## config.mk

```make
export PLATFORM = sky130hd
export DESIGN_NAME = health_tracker
export DESIGN_NICKNAME = d
export VERILOG_FILES = /design/src/rtl/health_pkg.sv /design/src/rtl/fighter_health.sv /design/src/rtl/health_tracker.sv
export SDC_FILE = /design/constraint.sdc
export NUM_CORES = 1
export LEC_CHECK = 0
export CAP_MARGIN = 20
export CORE_ASPECT_RATIO = 1.2
export CORE_MARGIN = 2
export CORE_UTILIZATION = 50
export DETAILED_ROUTE_END_ITERATION = 16
export GPL_TIMING_DRIVEN = 0
export PLACE_DENSITY = 0.73
export REMOVE_ABC_BUFFERS = 1
export SLEW_MARGIN = 20
export SYNTH_ARGS = -nofsm -noshare
export SYNTH_HDL_FRONTEND = slang
export SYNTH_SLANG_ARGS = --single-unit
```

## constraint.sdc

```tcl
create_clock -name Clk -period 7.3 [get_ports Clk]
set_input_delay 1.095 -clock Clk [delete_from_list [all_inputs] [get_ports Clk]]
set_output_delay 1.095 -clock Clk [all_outputs]
set_load 0.02 [all_outputs]
```

## src/rtl/health_pkg.sv

```systemverilog
// Shared types, defaults and the saturating health update for the fighter health tracker.
// No ports; imported by fighter_health and health_tracker.
package health_pkg;

  typedef enum logic [1:0] {
    ALIVE  = 2'd0,
    INVULN = 2'd1,
    DEAD   = 2'd2
  } fighter_state_t;

  localparam int unsigned MAX_HEALTH_DEF = 300;
  localparam int unsigned IFRAMES_DEF    = 30;

  // Net damage and heal in one signed update, clamped to [0, max_h]. Plain int arithmetic
  // is wider than HEALTH_W+2 for any practical health width, so the difference never wraps.
  function automatic int sat_update(input int health, input int dmg, input int heal,
                                    input int max_h);
    int sum;
    sum = health - dmg + heal;
    if (sum < 0) return 0;
    if (sum > max_h) return max_h;
    return sum;
  endfunction

endpackage

```

## src/rtl/fighter_health.sv

```systemverilog
// One fighter channel: health register, ALIVE/INVULN/DEAD state machine and the
// post-hit invulnerability cooldown counted in frame ticks.
// Ports:
//   clk_i, rst_i        clock and synchronous active-high reset
//   frame_tick_i        one pulse per video frame, drives the cooldown
//   round_start_i       restore full health, same effect as reset
//   frozen_i            round is over: hits and heals ignored, cooldown keeps running
//   hit_i, damage_i     hit strobe and damage amount
//   heal_i, heal_amt_i  heal strobe and heal amount
//   health_o            current health (registered)
//   dead_o, invuln_o    state decodes (registered)
module fighter_health
  import health_pkg::*;
#(
  parameter int unsigned HEALTH_W   = 9,
  parameter int unsigned DMG_W      = 6,
  parameter int unsigned MAX_HEALTH = MAX_HEALTH_DEF,
  parameter int unsigned IFRAMES    = IFRAMES_DEF
) (
  input  logic                clk_i,
  input  logic                rst_i,
  input  logic                frame_tick_i,
  input  logic                round_start_i,
  input  logic                frozen_i,
  input  logic                hit_i,
  input  logic [DMG_W-1:0]    damage_i,
  input  logic                heal_i,
  input  logic [DMG_W-1:0]    heal_amt_i,
  output logic [HEALTH_W-1:0] health_o,
  output logic                dead_o,
  output logic                invuln_o
);

  localparam int unsigned CntW = $clog2(IFRAMES + 1);

  fighter_state_t      state_q, state_d;
  logic [CntW-1:0]     cnt_q, cnt_d;
  logic [HEALTH_W-1:0] health_q, health_d;

  logic                hit_ok, heal_ok;
  logic [DMG_W-1:0]    acc_dmg, acc_heal;
  logic [HEALTH_W-1:0] health_nxt;

  always_comb begin
    // A zero-damage hit is not a hit: it must not start invulnerability.
    hit_ok     = hit_i && (damage_i != '0) && (state_q == ALIVE) && !frozen_i;
    heal_ok    = heal_i && (state_q != DEAD) && !frozen_i;
    acc_dmg    = hit_ok ? damage_i : '0;
    acc_heal   = heal_ok ? heal_amt_i : '0;
    health_nxt = HEALTH_W'(sat_update(int'(health_q), int'(acc_dmg), int'(acc_heal),
                                      int'(MAX_HEALTH)));

    state_d  = state_q;
    cnt_d    = cnt_q;
    health_d = health_q;

    if (round_start_i) begin
      state_d  = ALIVE;
      cnt_d    = '0;
      health_d = HEALTH_W'(MAX_HEALTH);
    end else begin
      unique case (state_q)
        ALIVE: begin
          health_d = health_nxt;
          if (hit_ok) begin
            if (health_nxt == '0) begin
              state_d = DEAD;
            end else begin
              state_d = INVULN;
              cnt_d   = CntW'(IFRAMES);
            end
          end
        end
        INVULN: begin
          health_d = health_nxt;
          if (frame_tick_i) begin
            if (cnt_q == CntW'(1)) begin
              state_d = ALIVE;
              cnt_d   = '0;
            end else begin
              cnt_d = cnt_q - CntW'(1);
            end
          end
        end
        DEAD: begin
          // Absorbing; health already 0.
        end
        default: begin
          state_d = ALIVE;
        end
      endcase
    end
  end

  always_ff @(posedge clk_i) begin
    if (rst_i) begin
      state_q  <= ALIVE;
      cnt_q    <= '0;
      health_q <= HEALTH_W'(MAX_HEALTH);
    end else begin
      state_q  <= state_d;
      cnt_q    <= cnt_d;
      health_q <= health_d;
    end
  end

  assign health_o = health_q;
  assign dead_o   = (state_q == DEAD);
  assign invuln_o = (state_q == INVULN);

endmodule

```

## src/rtl/health_tracker.sv

```systemverilog
// N-fighter health tracker: one fighter_health channel per fighter plus the sticky
// round outcome (RoundOver, Winner, Draw) for the game FSM and HUD.
// Ports:
//   Clk, Reset          clock and synchronous active-high reset
//   FrameTick           one pulse per video frame
//   RoundStart          restore every fighter and clear the round outcome
//   Hit/Damage          per-fighter hit strobes and damage slices
//   Heal/HealAmt        per-fighter heal strobes and heal slices
//   Health              per-fighter health slices
//   Dead, Invuln        per-fighter state flags
//   RoundOver           sticky, set the cycle after at most one fighter remains alive
//   Winner              lowest surviving index, valid when RoundOver and !Draw
//   Draw                every fighter dead when the round ended
module health_tracker
  import health_pkg::*;
#(
  parameter int unsigned NUM_FIGHTERS = 2,
  parameter int unsigned HEALTH_W     = 9,
  parameter int unsigned MAX_HEALTH   = MAX_HEALTH_DEF,
  parameter int unsigned DMG_W        = 6,
  parameter int unsigned IFRAMES      = IFRAMES_DEF
) (
  input  logic                               Clk,
  input  logic                               Reset,
  input  logic                               FrameTick,
  input  logic                               RoundStart,
  input  logic [NUM_FIGHTERS-1:0]            Hit,
  input  logic [NUM_FIGHTERS*DMG_W-1:0]      Damage,
  input  logic [NUM_FIGHTERS-1:0]            Heal,
  input  logic [NUM_FIGHTERS*DMG_W-1:0]      HealAmt,
  output logic [NUM_FIGHTERS*HEALTH_W-1:0]   Health,
  output logic [NUM_FIGHTERS-1:0]            Dead,
  output logic [NUM_FIGHTERS-1:0]            Invuln,
  output logic                               RoundOver,
  output logic [$clog2(NUM_FIGHTERS)-1:0]    Winner,
  output logic                               Draw
);

  localparam int unsigned WinW   = $clog2(NUM_FIGHTERS);
  localparam int unsigned AliveW = $clog2(NUM_FIGHTERS + 1);

  logic            round_over_q, round_over_d;
  logic [WinW-1:0] winner_q, winner_d, winner_nxt;
  logic            draw_q, draw_d;
  logic [AliveW-1:0] alive_cnt;

  for (genvar i = 0; i < NUM_FIGHTERS; i++) begin : g_fighter
    fighter_health #(
      .HEALTH_W  (HEALTH_W),
      .DMG_W     (DMG_W),
      .MAX_HEALTH(MAX_HEALTH),
      .IFRAMES   (IFRAMES)
    ) u_fighter (
      .clk_i        (Clk),
      .rst_i        (Reset),
      .frame_tick_i (FrameTick),
      .round_start_i(RoundStart),
      .frozen_i     (round_over_q),
      .hit_i        (Hit[i]),
      .damage_i     (Damage[i*DMG_W +: DMG_W]),
      .heal_i       (Heal[i]),
      .heal_amt_i   (HealAmt[i*DMG_W +: DMG_W]),
      .health_o     (Health[i*HEALTH_W +: HEALTH_W]),
      .dead_o       (Dead[i]),
      .invuln_o     (Invuln[i])
    );
  end

  always_comb begin
    // Scan downwards so the last assignment leaves the lowest surviving index.
    alive_cnt  = '0;
    winner_nxt = '0;
    for (int i = int'(NUM_FIGHTERS) - 1; i >= 0; i--) begin
      if (!Dead[i]) begin
        alive_cnt  = alive_cnt + AliveW'(1);
        winner_nxt = WinW'(i);
      end
    end

    round_over_d = round_over_q;
    winner_d     = winner_q;
    draw_d       = draw_q;

    if (RoundStart) begin
      round_over_d = 1'b0;
      winner_d     = '0;
      draw_d       = 1'b0;
    end else if (!round_over_q && (alive_cnt <= AliveW'(1))) begin
      round_over_d = 1'b1;
      winner_d     = winner_nxt;
      draw_d       = (alive_cnt == '0);
    end
  end

  always_ff @(posedge Clk) begin
    if (Reset) begin
      round_over_q <= 1'b0;
      winner_q     <= '0;
      draw_q       <= 1'b0;
    end else begin
      round_over_q <= round_over_d;
      winner_q     <= winner_d;
      draw_q       <= draw_d;
    end
  end

  assign RoundOver = round_over_q;
  assign Winner    = winner_q;
  assign Draw      = draw_q;

endmodule

```

# Yosys cells after proc, flatten, opt, wreduce, memory -nomap -nowiden
# Index checks and enable logic that the tools add are counted.
[word_totals]
regBits = 35
latchBits = 0
mem_bits_rw = 0
rom_bits = 0
inputBits = 32
memories = 0
[op_classes]
add_sub_neg = 7
mul = 0
div_mod_pow = 0
n_lt_le_gt_ge = 5
n_eq_ne = 16
n_shift = 0
muxes = 40
bitwise_logic = 2
n_reduce_logical = 28
[ops]
columns = ["operator", "n"]
rows = [
  ["greater-than comparator 32 x 10 -> 1 bit, second input constant", 2],
  ["< comparator 32 x 1 -> 1 bit, second input constant", 2],
  ["two-way mux 9 bit", 6],
  ["two-way mux 5 bit", 8],
  ["two-way mux 6 bit", 4],
  ["adder 10 x 7 -> 11 bit", 2],
  ["case mux 5 bit (2 select lines)", 2],
  ["subtractor 9 x 6 -> 10 bit", 2],
  ["zero test 9 bit", 2],
  ["two-way mux 2 bit", 9],
  ["inequality test 2 bit, second input constant", 8],
  ["AND reduction 4 bit", 4],
  ["case mux 2 bit (3 select lines)", 2],
  ["nonzero test 6 bit", 2],
  ["logical AND 1 bit", 11],
  ["== test 5 x 1 -> 1 bit, second input constant", 2],
  ["subtractor 5 x 1 -> 5 bit, second input constant", 2],
  ["two-way mux 1 bit", 9],
  ["zero test 2 bit", 3],
  ["OR reduction 2 bit", 3],
  ["== test 2 x 1 -> 1 bit, second input constant", 2],
  ["== test 2 bit, second input constant", 2],
  ["inequality test 2 x 1 -> 1 bit, second input constant", 2],
  ["nonzero test 2 bit", 2],
  ["4 further kinds", 5],
]

# Depth between registers and ports, before layout
[depth]
word_depth = 16
mapped_depth = 21
mapped_depth_nobuf = 20

# Cells and area by module
# From an unflattened synthesis, not the netlist that was laid out.
[hier_totals]
cells_unflattened = 455
hier_area_um2 = 3580.9
[by_module_without_submodules]
columns = ["mod", "n_inst", "cells_per_inst", "area_each_um2", "seq_area_each_um2"]
rows = [
  ["fighter_health (g_fighter[0].u_fighter)", 1, 231, 1780.5, 320.3],
  ["fighter_health (g_fighter[1].u_fighter)", 1, 213, 1671.6, 320.3],
  ["health_tracker", 1, 11, 128.9, 60.1],
]

# Worst setup path before layout
# OpenSTA, ideal clock, no wires.
[synth_path]
path_type = "input port to flip-flop"
from = "input Hit[0]"
to = "register g_fighter[0].u_fighter.cnt_q[4]"
setup_time_ns = 0.120
arrival_ns = 5.500
path_slack_ns = 1.679
cell_stages = 19
path_buffers = 0
path_cell_list = "nor4b_1 -> and2_1 -> ha_1 -> inv_1 -> fa_1 -> a21oi_2 -> nor2b_1 -> nor2_1 -> xnor2_1 -> ha_1 -> o21a_1 -> a221oi_1 -> o21ai_0 -> a2111oi_4 -> a31oi_4 -> a31o_4 -> a211oi_4 -> nor3b_1 -> o21ai_1"
[synth_via]
elab_chain_cells = 14
[synth_lines]
columns = ["element", "line", "text"]
rows = [
  ["start: declaration", "health_tracker.sv:27", "input logic [NUM_FIGHTERS-1:0] Hit,"],
  ["logical AND 1 bit (*) (3 in series)", "fighter_health.sv:46", "hit_ok = hit_i && (damage_i != '0) && (state_q == ALIVE) && !frozen_i;"],
  ["two-way mux 6 bit", "fighter_health.sv:48", "acc_dmg = hit_ok ? damage_i : '0;"],
  ["subtractor 9 x 6 -> 10 bit", "health_pkg.sv:19", "sum = health - dmg + heal;"],
  ["adder 10 x 7 -> 11 bit", "health_pkg.sv:19", ""],
  ["greater-than comparator 32 x 10 -> 1 bit", "health_pkg.sv:21", "if (sum > max_h) return max_h;"],
  ["two-way mux 1 bit (2 in series)", "health_pkg.sv:21", ""],
  ["two-way mux 9 bit", "health_pkg.sv:22", "return sum;"],
  ["two-way mux 9 bit", "health_pkg.sv:21", ""],
  ["zero test 9 bit", "fighter_health.sv:66", "if (health_nxt == '0) begin"],
  ["inequality test 2 bit (no source line)", "n/a", ""],
  ["AND reduction 4 bit (no source line) (*)", "n/a", ""],
  ["end signal: assignment", "fighter_health.sv:102", "cnt_q <= cnt_d;"],
  ["end: declaration", "fighter_health.sv:37", "logic [CntW-1:0] cnt_q, cnt_d;"],
]
# Every way passes the cells marked *; elsewhere a longest branch is shown, timed or not. The select of a mux whose other input is x is not followed.
# A chain may end at the register's enable or synchronous reset.

# Worst setup path in the final report
# Ends and elaborated chain as after synthesis.

==> impl_summary.txt <==
----------------------------------------------------
[Timing]
  Setup skew after layout ... 0.003548 ns
  Setup repair after global routing missed its margin ... false
  Slew @ Worst Pin ... 1.098 ns
  Fmax ... 151.0 MHz
  Share of the clock period used by the worst path after layout ... 0.9070
  Final Slew Violations ... 0
  Time the final worst path needs with I/O delays and setup ... 6.621 ns
  Final setup viols ... 0
  Final count of hold timing violations ... 0
  Relative max-transition margin ... 0.2613
  Setup TNS after final layout ... 0 ns

[Routing]
  Count of unresolved DRC violations after routing ... 0
  Post-Route M1 WL ... 3667 um
  Highest metal layer used by the detailed router ... met4
  Number of DRC violations after detailed-routing iteration 0 ... 178
  Avg Vias per Cell ... 5.949
  Routed length on met2 ... 4611 um
  DRT Pass-1 Iters ... 4
  Remaining number of nets flagged by the antenna check after routing ... 0
  Sum of met3 wire segment lengths after detailed routing ... 347 um
  Routed via count ... 3403
  Total wire length after detailed routing ... 8840 um
  Average detailed-routed wire length per instance ... 15.45 um

[Final layout]
  Count of fill cells added during filler insertion ... 621
  Nets@finish ... 550
  Utilization after layout ... 0.6116
  Combined area of the multi-input logic cells ... 0.002611 mm^2
  Antenna cells ... 0
  Synthesis-to-layout area growth ... 19.54%
  Fraction of layout cells with a size suffix above 1 ... 0.05979
  Sequential standard cell area ... 700.7 um^2

[GRT]
  Sum of overflow across all layers after global routing ... 0
  Overall routing resource usage ... 0.2396
  Antenna violations before repair ... 0
  Largest net degree at the start of global routing ... 27
  Via count of the first global-routing pass ... 3283
  Global-route wire length before repair ... 14630 um

[Clock tree]
  Quantity of hold-fixing buffers added after cts ... 0
  Level count of the clock H-tree ... 2
  Total CTS buffers ... 5
  Clk slew on worst S/H paths ... 0.07 ns
  Resize count post-CTS ... 0
  Sink Count ... 35
  Clk_lat worst skew ... 0.29 ns
  Clock tree from TritonCTS ... done
  Postcts setup bufs ... 0
  Max clock buf depth ... 2
  CTS root buffer ... clkbuf_8

[Floorplan]
  Core Rows ... 33
  Horiz. Die Dim ... 79.99 um
  Ports ... 57
  Area of the die ... 0.007614 mm^2
  Effective utilization at floorplan ... 0.5116
  Placeable core region ... 0.006771 mm^2
  Height of the chip ... 95.19 um

[Synthesis]
  Synth Area per Inst ... 7.928 um^2
  Largest area contributor in the netlist ... dfxtp_1
  Register bit count reported by yosys ... 35
  Post-Syn Instances ... 437
  Sequential share of the synthesized area ... 0.2022
  Synth Cell Area ... 0.003465 mm^2
  Count of flip-flops with a built-in enable after synthesis ... 0
  Largest cells by area after synthesis ... dfxtp_1 20%, ha_1 11%, a21oi_1 5.5%
  Ys async rst share ... 0
  Primary FF master, synth ... dfxtp_1
  Proportion of netlist area held by the largest area contributor ... 0.2022
  Yosys warnings ... 0
  Number of distinct standard cells referenced by the synthesized netlist ... 71

[Run]
  Max-cap violation count ... 0

[Power and ir drop]
  Power density over the cells ... 405.3 mW/mm^2
  Leakage power summed over all cells ... 1.637 nW
  Peak supply drop ... 0.0003210 V

[Placed design]
  Half-perimeter wire length after detailed placement ... 7057 um
  Placer Congestion ... 0.9046
  Port bufs ... 56

[Run status]
  Status ... finished, final reports clean

[Setup path]
  Crit start category ... primary input
  Type of the setup path with the least slack ... primary input to flop
  Worst path required time ... 7.48 ns
  Endpoint type of the worst setup path ... flop
  Worst Path Max Fanout ... 10
  Critical path data arrival time ... 6.81 ns

[Min path]
  Worst min path class ... flop to flop

----------------------------------------------------
## worst paths after layout
check	start	to	slack [ns]	cells past startpoint
min reg2reg	g_fighter[1].u_fighter.cnt_q[2]	g_fighter[1].u_fighter.cnt_q[2]	0.49	2
min	g_fighter[1].u_fighter.cnt_q[2]	g_fighter[1].u_fighter.cnt_q[2]	0.49	2
max reg2reg	g_fighter[0].u_fighter.state_q[1]	g_fighter[0].u_fighter.cnt_q[4]	1.31	19
max	Hit[0]	g_fighter[0].u_fighter.cnt_q[4]	0.68	20
## report_power, final
part           internal (mW)  total, mW  switching [mW]
clock                 0.0667      0.141          0.0742
combinational          0.536       1.26           0.719
sequential             0.230      0.283          0.0530
total                  0.832       1.68           0.846
## synth_stat cells (all sizes together) (3+ instances only)
| cell type | number |
|---|---|
| nor2 | 41 |
| a21oi | 39 |
| nand2 | 36 |
| dfxtp | 35 |
| ha | 30 |
| o21ai | 24 |
| inv | 20 |
| nor3 | 19 |
| and2 | 13 |
| a21o | 12 |
| xnor2 | 12 |
| clkbuf | 11 |
| nand3 | 10 |
| xor2 | 10 |
| and3 | 8 |
| nor2b | 7 |
| a211oi | 6 |
| nand2b | 6 |
| o211ai | 6 |
| or2 | 6 |
| a31oi | 5 |
| buf | 5 |
| o21a | 5 |
| or3 | 5 |
| a211o | 4 |
| a221o | 4 |
| a32o | 4 |
| fa | 4 |
| nor3b | 4 |
| nor4 | 4 |
| or4 | 4 |
| a221oi | 3 |
| a311oi | 3 |
| nand4 | 3 |
| nor4b | 3 |
| o2111ai | 3 |
## placed cells by master (no fill, tap or decap), types with 3 or more instances in the layout
cell             count
fa_1                 4
o21ai_1              3
a211o_1              4
or3_1                4
xor2_1              10
a31oi_1              4
a21oi_1             38
dfxtp_1             35
nand2_1             36
nor3_1              18
nor3b_1              4
a21o_1              12
clkbuf_8             5
ha_1                30
and3_1               8
nand2b_1             6
and2_1              12
nor2_1              41
a211oi_1             3
a221o_1              4
nand4_1              3
clkdlybuf4s50_1     56
nor4_1               3
o21ai_0             21
nor2b_1              7
or2_2                5
a32o_1               4
xnor2_1             11
o21a_1               5
inv_1               20
nand3_1             10
o211ai_1             6
or4_1                4
## per-layer routing
metal / GRT usage / up-vias
met5: 0 / -
met4: 0.09605 / 0
met3: 0.02841 / 22
met2: 0.4493 / 88
met1: 0.2723 / 1583
li1: - / 1710
## layout make-up
class | count | area share
Multi-Input combinational cell | 366 | 0.6305
Sequential cell | 35 | 0.1692
Timing Repair Buffer | 56 | 0.1353
Tap cell | 87 | 0.02628
Inverter | 20 | 0.01813
Clock buffer | 6 | 0.01752
Clock inverter | 2 | 0.003021
## worst max-delay path: stages
cell             delay (ns)
clkdlybuf4s50_1        0.47
nor4b_1                0.86
and2_1                 0.24
ha_1                   0.16
inv_1                  0.05
fa_1                   0.40
a21oi_2                0.25
nor2b_1                0.07
nor2_1                 0.12
xnor2_1                0.14
ha_1                   0.30
o21a_1                 0.20
a221oi_1               0.34
o21ai_0                0.35
a2111oi_4              0.48
a31oi_4                0.21
a31o_4                 0.32
a211oi_4               0.40
nor3b_1                0.23
o21ai_1                0.09
## cell families (layout without fill, tap and decap cells)
family,after synthesis,in the layout,share of synthesized area
adders and majority gates,34,34,0.1315
muxes,2,2,0.005778
buffers and inverters,36,84,0.04586
xor gates and xnor gates,23,23,0.06428
AOI/OAI and AO/OA,137,137,0.2969
DFF,35,35,0.2022
and+or+nand+nor,170,170,0.2535
## flip-flops by register name, indices dropped and copies added, names as in the netlist
name                          cells
g_fighter.u_fighter.health_o     18
g_fighter.u_fighter.cnt_q        10
Winner                            1
g_fighter.u_fighter.state_q       4
Draw                              1
RoundOver                         1
## stage by stage
step                      power, mW  setup WS [ns]  std cells  hold slack, ns  instance area (um^2)
after floorplan               1.234          1.679        421          0.4523                  3381
after global placement        1.496         0.4556        564          0.4696                  4050
after detailed placement      1.523         0.4058        564          0.4796                  4050
after CTS                     1.670         0.7137        572          0.4900                  4135
after global routing          1.831         0.2511        572          0.5181                  4141
final                         1.679         0.6793        572          0.4948                  4141
Note: power is estimated with default switching activity, not from simulation.
